[config.mk]
export PLATFORM = sky130hd
export DESIGN_NAME = mem_stage
export DESIGN_NICKNAME = d
export VERILOG_FILES = /design/src/rtl/mem_stage_pkg.sv /design/src/rtl/sat_cnt.sv /design/src/rtl/mem_stage.sv
export SDC_FILE = /design/constraint.sdc
export NUM_CORES = 1
export LEC_CHECK = 0
export BUFFER_PORTS_ARGS = -buffer_cell sky130_fd_sc_hd__buf_2
export CAP_MARGIN = 20
export CORE_MARGIN = 3
export CORE_UTILIZATION = 46
export CTS_BUF_LIST = sky130_fd_sc_hd__clkbuf_4 sky130_fd_sc_hd__clkbuf_8
export DETAILED_ROUTE_END_ITERATION = 6
export PLACE_DENSITY = 0.89
export SYNTH_ARGS = -nofsm -noshare
export SYNTH_HDL_FRONTEND = slang
export SYNTH_HIERARCHICAL = 1
export SYNTH_SLANG_ARGS = --single-unit
[constraint.sdc]
create_clock -name clk -period 4.6 [get_ports clk]
set_clock_uncertainty 0.05 [all_clocks]
set_input_delay 0.92 -clock clk [delete_from_list [all_inputs] [get_ports clk]]
set_output_delay 0.92 -clock clk [all_outputs]
set_load 0.02 [all_outputs]
[src/rtl/mem_stage_pkg.sv]
// Shared types and constants for the memory-access pipeline stage.
// Holds the FSM state encoding, the bubble instruction word and the default counter width.
package mem_stage_pkg;

    typedef enum logic {
        IDLE = 1'b0,
        WAIT = 1'b1
    } state_t;

    localparam logic [15:0] NOP_INSTR = 16'h0800;
    localparam int          DEF_CNT_W = 16;

endpackage

[src/rtl/sat_cnt.sv]
// Saturating up-counter: increments on inc, holds at all-ones instead of wrapping.
module sat_cnt #(
    parameter int W = 16
) (
    input  logic         clk,
    input  logic         rst,
    input  logic         inc,
    output logic [W-1:0] count
);

    // NOTE: sequential state uses non-blocking assignments so every register
    // samples pre-edge values regardless of block evaluation order.
    always_ff @(posedge clk or negedge rst) begin
        if (!rst)
            count <= '0;
        else if (inc && (count != {W{1'b1}}))
            count <= count + 1'b1;
    end

endmodule

[src/rtl/mem_stage.sv]
// Memory-access stage: issues one load/store per instruction, stalls upstream on a miss,
// injects bubbles into MEM/WB while stalled, and keeps access/miss counters and a sticky error.
module mem_stage
    import mem_stage_pkg::*;
#(
    parameter int CNT_W = DEF_CNT_W
) (
    input  logic             clk,
    input  logic             rst,
    input  logic [15:0]      addr,
    input  logic [15:0]      wdata,
    input  logic             mem_read,
    input  logic             mem_write,
    input  logic [15:0]      instr_in,
    input  logic             regwrite_in,
    input  logic             halt_in,
    output logic [15:0]      mem_addr,
    output logic [15:0]      mem_wdata,
    output logic             mem_rd,
    output logic             mem_wr,
    input  logic [15:0]      mem_rdata,
    input  logic             mem_done,
    input  logic             mem_busy,
    input  logic             mem_err,
    output logic [15:0]      mem_out,
    output logic [15:0]      instr_out,
    output logic             regwrite_out,
    output logic             halt_out,
    output logic             stall,
    output logic             err,
    output logic [CNT_W-1:0] access_cnt,
    output logic [CNT_W-1:0] miss_cnt
);

    state_t state, nextState;
    logic   memOp, isLoad;
    logic   bubble, incAccess, incMiss, errSet;

    assign memOp     = mem_read | mem_write;
    assign isLoad    = mem_read;  // a conflicting read+write is serviced as a load
    assign mem_addr  = addr;
    assign mem_wdata = wdata;

    always_ff @(posedge clk or negedge rst) begin
        if (!rst)
            state <= IDLE;
        else
            state <= nextState;
    end

    // NOTE: every output of this block gets a default first, so no path can
    // leave one unassigned and infer a latch.
    always_comb begin
        nextState = state;
        mem_rd    = 1'b0;
        mem_wr    = 1'b0;
        stall     = 1'b0;
        bubble    = 1'b1;
        mem_out   = 16'h0000;
        incAccess = 1'b0;
        incMiss   = 1'b0;
        errSet    = 1'b0;

        unique case (state)
            IDLE: begin
                if (!memOp) begin
                    bubble = 1'b0;
                end else if (mem_busy) begin
                    stall = 1'b1;
                end else begin
                    mem_rd = isLoad;
                    mem_wr = !isLoad;
                    errSet = mem_read & mem_write;
                    if (mem_done) begin
                        bubble    = 1'b0;
                        mem_out   = isLoad ? mem_rdata : 16'h0000;
                        incAccess = 1'b1;
                        errSet    = errSet | mem_err;
                    end else begin
                        stall     = 1'b1;
                        incMiss   = 1'b1;
                        nextState = WAIT;
                    end
                end
            end
            WAIT: begin
                if (mem_done) begin
                    bubble    = 1'b0;
                    mem_out   = isLoad ? mem_rdata : 16'h0000;
                    incAccess = 1'b1;
                    errSet    = mem_err;
                    nextState = IDLE;
                end else begin
                    stall = 1'b1;
                end
            end
            default: nextState = IDLE;
        endcase

        // Reset holds the stage quiet even if EX/MEM presents a memory op.
        if (!rst) begin
            nextState = IDLE;
            mem_rd    = 1'b0;
            mem_wr    = 1'b0;
            stall     = 1'b0;
            bubble    = 1'b1;
            mem_out   = 16'h0000;
            incAccess = 1'b0;
            incMiss   = 1'b0;
            errSet    = 1'b0;
        end
    end

    assign instr_out    = bubble ? NOP_INSTR : instr_in;
    assign regwrite_out = bubble ? 1'b0 : regwrite_in;
    assign halt_out     = bubble ? 1'b0 : halt_in;

    always_ff @(posedge clk or negedge rst) begin
        if (!rst)
            err <= 1'b0;
        else if (errSet)
            err <= 1'b1;
    end

    sat_cnt #(.W(CNT_W)) u_access_cnt (
        .clk  (clk),
        .rst  (rst),
        .inc  (incAccess),
        .count(access_cnt)
    );

    sat_cnt #(.W(CNT_W)) u_miss_cnt (
        .clk  (clk),
        .rst  (rst),
        .inc  (incMiss),
        .count(miss_cnt)
    );

endmodule

==> flow_metrics.env, run 1 <==
export IMPL_dp_hpwl_mm=4.94
export IMPL_routed_wirelength_mm=6.29
export IMPL_setup_slack_ns=1.56
export IMPL_post_cts_buffers=0
export IMPL_ir_drop_uv=267
export IMPL_grt_max_degree=34
export IMPL_cp_common_cell="buf_2"
export IMPL_cts_tree="yes"
export IMPL_cts_resized=0
export IMPL_gr_total_overflow=0
export IMPL_drtAntennaViolNets=0
export IMPL_final_cell_mix="buf_2 (110), dfrtp_1 (34), and2_1 (16), nand4_1 (16)"
export IMPL_synth_nets=309
export IMPL_critPathMaxFanout=33
export IMPL_max_slew_margin_rel_pct=55.2
export IMPL_grt_antenna_before_repair=0
export IMPL_cts_buffer_depth=2
export IMPL_path_class="input pin to output pin"
export IMPL_setup_violations_final=0
export IMPL_crit_slowest_cell="buf_2"
export IMPL_power_per_cell_area_nw_per_um2=304
export IMPL_insertion_delay_ns=0.28
export IMPL_synth_edff_count=0
export IMPL_diodes=0
export IMPL_seqPwrFrac_pct=44.9
export IMPL_synth_ff_type="dfrtp_1"
export IMPL_dieHeight_um=78.7
export IMPL_synth_warnings=6
export IMPL_start_util_pct=49.6
export IMPL_die_w_um=78.7
export IMPL_switching_share_pct=34.9
export IMPL_drc=0
export IMPL_place_worst_setup_slack_ns=1.52
export IMPL_synth_seq_cells=34
export IMPL_area_delta_synth_final_pct=19.9
export IMPL_max_freq_mhz=328
export IMPL_hold_viol=0
export IMPL_numClockSinks=34
export IMPL_postSynthAreaPerCell_sq_um=10.4
export IMPL_grt_pass1_wl_mm=10.2
export IMPL_drive_gt1_share_pct=47.9
export IMPL_setup_worst_path_start_class="input pin"
export IMPL_detail_route_first_pass_iterations=4
export IMPL_wl_per_cell_um=16.4
export IMPL_syn_inst=234
export IMPL_p_leak_nw=1.58
export IMPL_crit_path_cell_trace="buf_2, and4_4, and2_1, buf_2"
export IMPL_core_area_sq_um=4910
export IMPL_setup_tns_ns=0
export IMPL_rsz0062_at_grt="no"
export IMPL_first_global_vias=2099
export IMPL_cts_hold_buf=0
export IMPL_place_gp_congestion=0.877
export IMPL_drv_cap=0
export IMPL_ys_seq_area_share_pct=35.0
export IMPL_fin_crit_sh_pct=66.2
export IMPL_fp_dieArea_sq_um=6200
export IMPL_syn_area_sq_um=2430
export IMPL_rows=25
export IMPL_worstPathRequired_ns=3.63
export IMPL_io_pins=175
export IMPL_vias_per_cell=5.48
export IMPL_p_int_w=0.000578
export IMPL_grt_usage_pct=20.6
export IMPL_layout_cells_most_common="buf_2"
export IMPL_ys_async_sr_fraction_pct=100
export IMPL_crit_path_end_kind="output pin"
export IMPL_drtIter0Drc=74
export IMPL_power_frac_comb_pct=26.4
export IMPL_outcome="complete, no violations"
export IMPL_clk_pin_slew_ns=0.07
export IMPL_cts_htree_levels=2
export IMPL_maxSlewViolCount=0
export IMPL_fin_nets=391
export IMPL_num_vias=2104
export IMPL_place_port_buffers=110
export IMPL_synth_cell_type_count=42
export IMPL_arrival_ns=2.07
export IMPL_hold_path_class="flip-flop to flip-flop"
export IMPL_p_clk_share_pct=28.7
export IMPL_fin_crit_ns=3.04
export IMPL_numCtsBuffers=5
export IMPL_cts_root_buffer="clkbuf_8"
export IMPL_worst_pin_slew_ns=0.667
export IMPL_cpPeakStageDelay_ns=0.42
export IMPL_p_sw_w=0.000310
## cell families after synthesis
family,Yosys count,share of synthesized area [%]
mux,2,0.925
compound gates,35,11.5
flops,34,35.0
fa+ha+maj,2,1.03
xor+xnor,14,5.04
simple gates,109,35.3
buf+inv,38,11.3
## worst paths after layout
path	startpoint	endpoint	slack (ns)	depth (start not counted)
setup / recovery	rst	mem_out[5]	1.56	4
hold / removal	err	err	0.43	1
setup reg to reg	state	u_miss_cnt/count[7]	2.35	7
hold reg to reg	err	err	0.43	1
max in group asynchronous	rst	u_miss_cnt/count[9]	3.21	2
min in group asynchronous	rst	state	0.56	1
## cell usage after synthesis (3+ instances only)
master   count  area share, %
dfrtp_1     34             35
nor4_4       4            3.5
buf_4       33             10
a21oi_1      6            1.2
nand4_1     16            4.1
a32oi_1      3            1.1
xnor2_1     10            3.6
nand2_1      9            1.4
a31oi_1      6            1.5
and4_4       3            1.4
xor2_1       4            1.4
o21a_1      10            3.1
and3b_1      9            3.2
and3b_2      8            3.3
and2_1      16            4.1
o21ai_0      3           0.62
and3_1       5            1.3
nor2_1       8            1.2
nand3_1     10            2.1
## routing by layer
layer,global-route usage [%],part of all wire (%),vias up
li1,-,-,1002
met1,22.8,39,1001
met2,37.1,51,88
met3,6.58,7.9,13
met4,6.82,1.9,0
met5,0,0,-
## through the flow
step / total power, W / cell area [sq um] / util [%] / cells / hold WS (ns)
finish: 0.000888 / 2920 / 59.4 / 384 / 0.432
global route: 0.000944 / 2920 / 59.4 / 384 / 0.477
CTS: 0.000898 / 2920 / 59.4 / 384 / 0.440
detailed placement: 0.000641 / 2810 / 57.2 / 376 / 0.417
global placement: 0.000632 / 2810 / 57.2 / 376 / 0.415
floorplan: 0.000576 / 2430 / - / 234 / 0.542
## layout make-up
type	instances	area, sq um
well taps	67	83.8
clock buffers	8	110
repair buffers	111	558
inverters	2	7.51
multi-input cells	162	1310
fillers	431	1990
flip-flops and latches	34	851
## sequential cells by signal (all words and copies together), names as in the netlist
name,flops
err,1
state,1
u_access_cnt/count,16
u_miss_cnt/count,16
## worst max-delay path: cells and delay by family
family,cells,cell delay [ns]
buffers and inverters,2,0.58
and+or+nand+nor,2,0.56
## power by group through the flow
| stage | clock [W] | sequential [W] | combinational, W |
|---|---|---|---|
| floorplan | 0 | 0.000436 | 0.000140 |
| global placement | 0 | 0.000403 | 0.000229 |
| detailed placement | 0 | 0.000403 | 0.000237 |
| CTS | 0.000262 | 0.000400 | 0.000237 |
| global route | 0.000280 | 0.000407 | 0.000257 |
| finish | 0.000255 | 0.000399 | 0.000234 |
Power figures use the tool's default switching activity.
==> run 2, diff against run 1 <==
--- a/config.mk
+++ b/config.mk
@@ -5,13 +5,14 @@
 export SDC_FILE = /design/constraint.sdc
 export NUM_CORES = 1
 export LEC_CHECK = 0
+export ABC_AREA = 1
 export BUFFER_PORTS_ARGS = -buffer_cell sky130_fd_sc_hd__buf_2
 export CAP_MARGIN = 20
 export CORE_MARGIN = 3
-export CORE_UTILIZATION = 46
+export CORE_UTILIZATION = 42
 export CTS_BUF_LIST = sky130_fd_sc_hd__clkbuf_4 sky130_fd_sc_hd__clkbuf_8
 export DETAILED_ROUTE_END_ITERATION = 6
-export PLACE_DENSITY = 0.89
+export PLACE_DENSITY = 0.8
 export SYNTH_ARGS = -nofsm -noshare
 export SYNTH_HDL_FRONTEND = slang
 export SYNTH_HIERARCHICAL = 1
==> constraint.sdc (replaced) <==
create_clock -name clk -period 2.4 [get_ports clk]
set_clock_uncertainty 0.05 [all_clocks]
set_input_delay 0.48 -clock clk [delete_from_list [all_inputs] [get_ports clk]]
set_output_delay 0.48 -clock clk [all_outputs]
set_load 0.02 [all_outputs]
==> flow_metrics.env, run 2 <==
export IMPL_num_vias=2968
export IMPL_max_freq_mhz=454
export IMPL_place_gp_congestion=0.852
export IMPL_wl_per_cell_um=12.3
export IMPL_crit_path_cell_trace="inv_2, nand2_2, nand2_4, nand2_8, nor2_1, buf_2"
export IMPL_grt_max_degree=24
export IMPL_setup_tns_ns=0
export IMPL_numCtsBuffers=5
export IMPL_setup_violations_final=0
export IMPL_first_global_vias=2816
export IMPL_insertion_delay_ns=0.28
export IMPL_hold_viol=0
export IMPL_cts_resized=0
export IMPL_fin_nets=590
export IMPL_start_util_pct=44.2
export IMPL_rows=30
export IMPL_seqPwrFrac_pct=39.9
export IMPL_gr_total_overflow=0
export IMPL_clk_pin_slew_ns=0.08
export IMPL_core_area_sq_um=6910
export IMPL_cts_tree="yes"
export IMPL_routed_wirelength_mm=7.54
export IMPL_reg_largest_list="u_access_cnt/count x16, u_miss_cnt/count x16"
export IMPL_power_frac_comb_pct=33.7
export IMPL_postSynthAreaPerCell_sq_um=6.97
export IMPL_p_leak_nw=1.82
export IMPL_yosysMostFrequentCell="nand2_1"
export IMPL_fin_crit_ns=2.20
export IMPL_drtIter0Drc=97
export IMPL_drive_gt1_share_pct=33.3
export IMPL_drtAntennaViolNets=0
export IMPL_detail_route_first_pass_iterations=6
export IMPL_cts_htree_levels=2
export IMPL_switching_share_pct=39.5
export IMPL_netlist_area_leader_share_pct=27.9
export IMPL_finalInstanceArea_sq_um=3530
export IMPL_cts_hold_buf=0
export IMPL_holdWs_ns=0.126
export IMPL_drc=0
export IMPL_vias_per_cell=4.85
export IMPL_layout_cells_most_common="nand2_1"
export IMPL_grt_usage_pct=17.7
export IMPL_synth_ff_type="dfrtp_1"
export IMPL_outcome="complete, no violations"
export IMPL_area_delta_synth_final_pct=15.5
export IMPL_dp_hpwl_mm=5.98
export IMPL_post_dp_cell_area_sq_um=3410
export IMPL_synth_warnings=6
export IMPL_io_pins=175
export IMPL_numClockSinks=34
export IMPL_yosys_top_cells_area="dfrtp_1 (28%), nand2_1 (17%), buf_4 (7.9%)"
export IMPL_synthTopCellsByCount="nand2_1 (136), inv_1 (45), nor2_1 (37)"
export IMPL_seqCellArea_sq_um=851
export IMPL_grt_pass1_wl_mm=12.5
export IMPL_multi_input_area_sq_um=1670
export IMPL_hold_path_class="input pin to asynchronous set/reset pin"
export IMPL_crit_slowest_cell="dfrtp_1"
export IMPL_fp_dieArea_sq_um=8330
export IMPL_drv_cap=0
export IMPL_fin_crit_sh_pct=91.8
export IMPL_synth_seq_cells=34
export IMPL_p_total_w=0.00198
export IMPL_cpPeakStageDelay_ns=0.42
export IMPL_ys_async_sr_fraction_pct=100
export IMPL_max_slew_margin_rel_pct=69.9
export IMPL_p_int_w=0.00120
export IMPL_final_cell_mix="nand2_1 (136), buf_2 (110), inv_1 (45), nor2_1 (37), dfrtp_1 (34)"
export IMPL_worst_pin_slew_ns=0.448
export IMPL_ys_seq_area_share_pct=27.9
export IMPL_arrival_ns=1.67
export IMPL_p_clk_share_pct=26.4
export IMPL_syn_area_sq_um=3050
export IMPL_setup_worst_path_start_class="flip-flop"
export IMPL_crit_path_end_kind="output pin"
export IMPL_die_w_um=91.3
export IMPL_p_sw_w=0.000781
export IMPL_path_delay_family="simple AND/OR/NAND/NOR gates"
export IMPL_grt_antenna_before_repair=0
export IMPL_critPathMaxFanout=18
export IMPL_diodes=0
export IMPL_path_class="flip-flop to output pin"
export IMPL_yosysTopAreaCell="dfrtp_1"
export IMPL_syn_inst=438
export IMPL_fillCellCount=715
export IMPL_crit_buf_inv=2
export IMPL_dieHeight_um=91.3
export IMPL_ir_drop_uv=312
export IMPL_maxSlewViolCount=0
export IMPL_post_cts_buffers=0
export IMPL_worstPathRequired_ns=1.87
export IMPL_synth_nets=513
export IMPL_rsz0062_at_grt="no"
export IMPL_synth_cell_type_count=28
export IMPL_synth_edff_count=0
export IMPL_place_port_buffers=110
export IMPL_cts_buffer_depth=2
export IMPL_power_per_cell_area_nw_per_um2=561
export IMPL_cts_root_buffer="clkbuf_8"
## run 2: cell count changes in the layout (fill, tap and decap cells not counted), sizes merged, moves of 16 or more
cell and change:
nand2 +140, nor2 +52, inv +47, nand3 +19, and2 -17, and3b -17, a211oi +16
## run 2: final timing paths
check | startpoint | endpoint | slack (ns) | cells after the start
hold / removal | rst | err | 0.13 | 2
min in group clk | mem_done | state | 0.37 | 2
hold reg to reg | err | err | 0.42 | 2
setup / recovery | state | instr_out[0] | 0.20 | 6
setup reg to reg | state | u_access_cnt/count[11] | 0.43 | 8
max in group asynchronous | rst | u_miss_cnt/count[0] | 1.58 | 3
## run 2: cell families after synthesis
logic type | synth area share (%)
adder cells (fa/ha/maj) | 0.820
AND/OR/NAND/NOR | 42.4
buffers and inverters | 17.8
AO/OA/AOI/OAI | 7.62
XOR/XNOR | 3.44
flip-flops | 27.9
## run 2: metal layers
metal / vias up / share of wire, % / track usage [%]
met2: 106 / 49 / 30.8
met5: - / 0 / 0
met3: 16 / 6.9 / 4.47
li1: 1501 / - / -
met1: 1345 / 43 / 20.5
met4: 0 / 1.8 / 7.66
## run 2: area by class of cell
type,count,share of cell area (%)
well taps,96,3.41
clock inverters,3,1.14
flip-flops and latches,34,24.1
clock buffers,5,1.95
inverters,49,5.22
repair buffers,116,16.9
multi-input cells,309,47.3
## run 2: per-stage QoR
stage | setup WS (ns) | utilization (%) | std cells
after detailed placement | 0.326 | 49.3 | 604
after global routing | 0.0729 | 51.1 | 612
after CTS | 0.0911 | 50.9 | 612
after floorplan | 0.481 | - | 438
final | 0.196 | 51.1 | 612
after global placement | 0.265 | 49.3 | 604
## run 2: worst reg2reg max path, delay by kind of cell (launching register included)
kind	cells	cell delay (ns)
buffers and inverters	2	0.33
AND/OR/NAND/NOR	5	1.05
AO/OA/AOI/OAI	1	0.06
flip-flops	1	0.40
## run 2: power by group through the flow
stage	clock, W	combinational (W)	sequential, W
5_1_grt	0.000564	0.000740	0.000806
2_1_floorplan	0	0.000435	0.000883
3_3_place_gp	0	0.000654	0.000794
4_1_cts	0.000539	0.000670	0.000789
3_5_place_dp	0	0.000667	0.000798
6_report	0.000523	0.000666	0.000790
